## src/rtl/sigmoid_grad.sv

```systemverilog
// Sigmoid backward pass: dx[i] = g[i] * y[i] * (1 - y[i]) on float32 elements,
// one element at a time through a shared subtract stage and a shared multiplier.
module sigmoid_grad #(
  parameter int S = 32,
  parameter int N = 2
) (
  input  logic         clk,
  input  logic         rst,
  input  logic [S*N-1:0] y,
  input  logic [S*N-1:0] g,
  input  logic         start,
  output logic [S*N-1:0] dx,
  output logic         done
);

  localparam int IW = (N > 1) ? $clog2(N) : 1;

  typedef enum logic [1:0] {IDLE, SUB, MUL1, MUL2} state_t;

  state_t             r_state, w_next;
  logic [N-1:0][S-1:0] r_y, r_g, r_dx;
  logic [IW-1:0]      r_idx;
  logic [31:0]        r_t, r_p;
  logic               r_done;

  logic               w_load, w_sub_en, w_mul1_en, w_mul2_en, w_last;
  logic [31:0]        w_t, w_p, w_dx;

  // 1 - a, exact difference truncated toward zero to 24 significand bits.
  // a is scaled to a 24-bit fraction; any bits shifted out borrow one ulp.
  function automatic logic [31:0] f_one_minus(input logic [31:0] a);
    logic [7:0]  e;
    logic [23:0] m;
    logic [6:0]  sh;
    logic [47:0] w;
    logic [23:0] yf;
    logic        st;
    logic [24:0] d;
    logic [24:0] dn;
    int          p;
    e = a[30:23];
    m = {1'b1, a[22:0]};
    if (e == 8'd0)   return 32'h3F80_0000;
    if (e >= 8'd127) return 32'h0000_0000;
    sh = 7'(8'd126 - e);
    if (sh >= 7'd24) begin
      yf = '0;
      st = 1'b1;
    end else begin
      w  = {m, 24'b0} >> sh;
      yf = w[47:24];
      st = |w[23:0];
    end
    d = 25'h100_0000 - {1'b0, yf} - {24'b0, st};
    p = 0;
    for (int i = 0; i < 25; i++)
      if (d[i]) p = i;
    dn = d << (24 - p);
    return {1'b0, 8'(p + 103), dn[23:1]};
  endfunction

  // Truncating float32 multiply; zero/denormal operands give +0,
  // underflow flushes to +0, overflow saturates to max finite.
  function automatic logic [31:0] f_mul(input logic [31:0] a, input logic [31:0] b);
    logic               s;
    logic [47:0]        pr;
    logic signed [9:0]  ex;
    logic [22:0]        mt;
    if (a[30:23] == 8'd0 || b[30:23] == 8'd0) return 32'h0000_0000;
    s  = a[31] ^ b[31];
    pr = {24'b0, 1'b1, a[22:0]} * {24'b0, 1'b1, b[22:0]};
    ex = $signed({2'b0, a[30:23]}) + $signed({2'b0, b[30:23]}) - 10'sd127;
    if (pr[47]) begin
      mt = pr[46:24];
      ex = ex + 10'sd1;
    end else begin
      mt = pr[45:23];
    end
    if (ex < 10'sd1)   return 32'h0000_0000;
    if (ex > 10'sd254) return {s, 31'h7F7F_FFFF};
    return {s, ex[7:0], mt};
  endfunction

  // y with sign dropped, denormals flushed, and anything >= 1.0 clamped to 1.0
  function automatic logic [31:0] f_ysan(input logic [31:0] a);
    if (a[30:23] == 8'd0)   return 32'h0000_0000;
    if (a[30:23] >= 8'd127) return 32'h3F80_0000;
    return {1'b0, a[30:0]};
  endfunction

  assign w_last = (r_idx == IW'(N - 1));
  assign w_t    = f_one_minus(r_y[r_idx]);
  assign w_p    = f_mul(f_ysan(r_y[r_idx]), r_t);
  assign w_dx   = f_mul(r_p, r_g[r_idx]);

  always_ff @(posedge clk or posedge rst) begin
    if (rst) r_state <= IDLE;
    else     r_state <= w_next;
  end

  always_comb begin
    w_next = r_state;
    case (r_state)
      IDLE:    if (start) w_next = SUB;
      SUB:     w_next = MUL1;
      MUL1:    w_next = MUL2;
      MUL2:    w_next = w_last ? IDLE : SUB;
      default: w_next = IDLE;
    endcase
  end

  always_comb begin
    w_load    = 1'b0;
    w_sub_en  = 1'b0;
    w_mul1_en = 1'b0;
    w_mul2_en = 1'b0;
    case (r_state)
      IDLE:    w_load    = start;
      SUB:     w_sub_en  = 1'b1;
      MUL1:    w_mul1_en = 1'b1;
      MUL2:    w_mul2_en = 1'b1;
      default: ;
    endcase
  end

  always_ff @(posedge clk or posedge rst) begin
    if (rst) begin
      r_y    <= '0;
      r_g    <= '0;
      r_dx   <= '0;
      r_idx  <= '0;
      r_t    <= '0;
      r_p    <= '0;
      r_done <= 1'b0;
    end else begin
      if (w_load) begin
        r_y    <= y;
        r_g    <= g;
        r_idx  <= '0;
        r_dx   <= '0;
        r_done <= 1'b0;
      end
      if (w_sub_en)  r_t <= w_t;
      if (w_mul1_en) r_p <= w_p;
      if (w_mul2_en) begin
        r_dx[r_idx] <= w_dx;
        if (w_last) r_done <= 1'b1;
        else        r_idx  <= r_idx + 1'b1;
      end
    end
  end

  assign dx   = r_dx;
  assign done = r_done;

endmodule

```

## config.mk

```make
export PLATFORM = sky130hd
export DESIGN_NAME = sigmoid_grad
export DESIGN_NICKNAME = d
export VERILOG_FILES = /design/src/rtl/sigmoid_grad.sv
export SDC_FILE = /design/constraint.sdc
export NUM_CORES = 2
export LEC_CHECK = 0
export CORE_UTILIZATION = 45
export DETAILED_ROUTE_END_ITERATION = 10
export MAX_ROUTING_LAYER = met4
export PLACE_DENSITY = 0.68
export SYNTH_ARGS = -nofsm -noshare
export SYNTH_HDL_FRONTEND = slang
export SYNTH_SLANG_ARGS = --single-unit
```

## constraint.sdc

```tcl
create_clock -name clk -period 13.2 [get_ports clk]
set_input_delay 1.98 -clock clk [delete_from_list [all_inputs] [get_ports clk]]
set_output_delay 1.98 -clock clk [all_outputs]
set_load 0.005 [all_outputs]
```

==> metrics <==
status=finished, final reports clean; H-tree levels=1; unrepaired setup endpoints after global routing=false; fmax=0.08138 GHz; largest area contributor in the netlist=fa_1; CTS tree=yes; die width=344.1 um; Cells after Synth=5779; crit path from=r_idx; Syn Std Cell Area=52670 um^2; Root Buffer=clkbuf_16; first-pass GRT wire length=238600 um; Adder-Cell Fraction of Synth Area=46.31%; Post-synth top cells=inv_1, fa_1, nand2_1; Pins Over Slew Limit=0; DRT antenna net count=0; gr ovfl total=0; Ys Warns=0; type of origin of the critical path=flop; Pre-Repair DR Iteration Count=6; Avg Vias per Cell=5.565; postcts setup bufs=0; final setup fails=0; die height=344.1 um; setup TNS=0 ns; critical path required time=13.69 ns; Fin. Hold Viols=0; IO Port Bufs=193; TritonCTS Buffers=30; via count=40.98k; Final Skew=0.05959 ns; post-synthesis async set-or-reset flop share=100.0%; Synth top area share=36.64%; Synth-to-Final Area Change=8.640%; initial DRC count=2843; Rel. slew slack=19.19%; DRC viols=0; setup ws final=0.9121 ns; flops & latches, synth=256; Setup CP Type=reg -> reg; Clock Latency Late Sink=0.67 ns; max-cap violation count=0; Worst setup EP type=flop; DP Worst Slack=1.022 ns; post-CTS sizing=0; slowest cell delay on critical path=0.74 ns; row cnt=125; Synth Area in Compound Gates=8.118%; core box area=116000 um^2; Total Wirelength=149600 um; post-synthesis simple-gate area fraction=15.35%; largest family of logic cells by synthesized area=adder cells; hpwl dp=116600 um; Netlist cell types=97; Final min period=12.29 ns; Seq/Total Area, Yosys=12.16%; Hold-fix buffers, CTS=0; vias in the first global route=43.31k; initial core utilization=45.38%; XOR/XNOR Fraction of Synth Area=1.577%; Crit path top cell by count=fa_1; Max Root-Sink Buffers=3; worst hold path class=reg -> reg; Placer Congestion=0.9542; GRT Total Usage=26.55%; Ports=196; Worst R2R Start=r_idx; multiplexer area fraction after synthesis=6.189%; crit path max-delay cell type=dfrtp_4; antenna violations before repair=2; Die ar.=118400 um^2; Final Util=49.30%; most common cell in the netlist=inv_1; critical hold path startpoint=dx[30]; Clock transition at path regs=0.06 ns; crit share post-route=93.09%; top cells by area, synth=fa_1, dfrtp_1, ha_1, inv_1, nand2_1; CTS sink cnt=256; Post-synth EDFFs=0; WP data arrival=12.78 ns; syn_nets=7281; ys flop type=dfrtp_1; largest net degree at the start of global routing=111; Min Hold Slack=0.4805 ns; worst slew pin tran=1.209 ns; Wirelength per Cell=20.31 um; Max FO, Critical Path=35; layout cell share with drive strength beyond 1=6.785%; Avg Cell Area, Syn=9.113 um^2; Final nets=7316
[kinds of logic after synthesis]
group	Yosys count
AO/OA/AOI/OAI	606
XOR/XNOR	94
adder cells (fa/ha/maj)	1371
buffers and inverters	1425
flip-flops	256
multiplexers	284
other	1
AND/OR/NAND/NOR	1742
[final cells by class]
| class | count | area, um^2 |
|---|---|---|
| diodes | 4 | 10.01 |
| clock buffers | 37 | 827.0 |
| clock inverters | 17 | 187.7 |
| fillers | 10760 | 58830 |
| inverters | 1140 | 4287 |
| multi-input cells | 4098 | 40940 |
| flip-flops and latches | 256 | 6410 |
| well taps | 1524 | 1907 |
| repair buffers | 288 | 2645 |
[final timing paths]
path                       slack (ns)      end  cells after the start
setup / recovery                 0.91   r_p[4]                     35
hold / removal                   0.48   dx[30]                      2
setup reg to reg                 0.91   r_p[4]                     35
hold reg to reg                  0.48   dx[30]                      2
max in group asynchronous        9.76  r_g[32]                      3
min in group asynchronous        1.84  r_g[29]                      2
[flip-flops by register name (all words and copies together) (netlist names)]
signal   flops
dx          64
r_p         31
r_t         31
r_g         64
r_state      2
r_y         62
done         1
r_idx        1
[layout by cell type (no fill, tap or decap), drive strengths merged, types with 32 or more instances in the layout]
cell type	n
a21o	48
a21oi	126
a22o	46
and2	204
and3	64
buf	95
clkbuf	37
clkdlybuf4s50	193
dfrtp	256
fa	964
ha	407
inv	1138
mux2	178
mux2i	93
nand2	861
nand3	51
nor2	253
nor2b	101
nor3	71
o21ai	109
xnor2	62
xor2	32
[worst max-delay path, delay by kind of cell (launching register included)]
kind	cells	cell delay (ns)
AOI/OAI and AO/OA	9	2.71
adders and majority gates	8	3.89
buffers and inverters	8	1.94
DFF	1	0.74
muxes	1	0.54
and+or+nand+nor	9	2.17
[through the flow]
stage / area, um^2 / std cells
finish: 57220 / 7364
global route: 57210 / 7363
CTS: 57210 / 7360
detailed placement: 56190 / 7306
global placement: 56190 / 7306
floorplan: 52670 / 5779
[per-layer routing]
metal  vias to the layer above  GRT usage [%]  part of all wire, %
met5                         -              -                    0
met4                         0          8.859                  3.9
met3                       360          3.930                  7.2
met2                      1579          43.13                   48
met1                     20900          34.01                   41
li1                      18140              -                    -
Power is left out: the tool's default activity adds up to more than one toggle a clock period on the data nets, which glitch-free logic cannot reach.
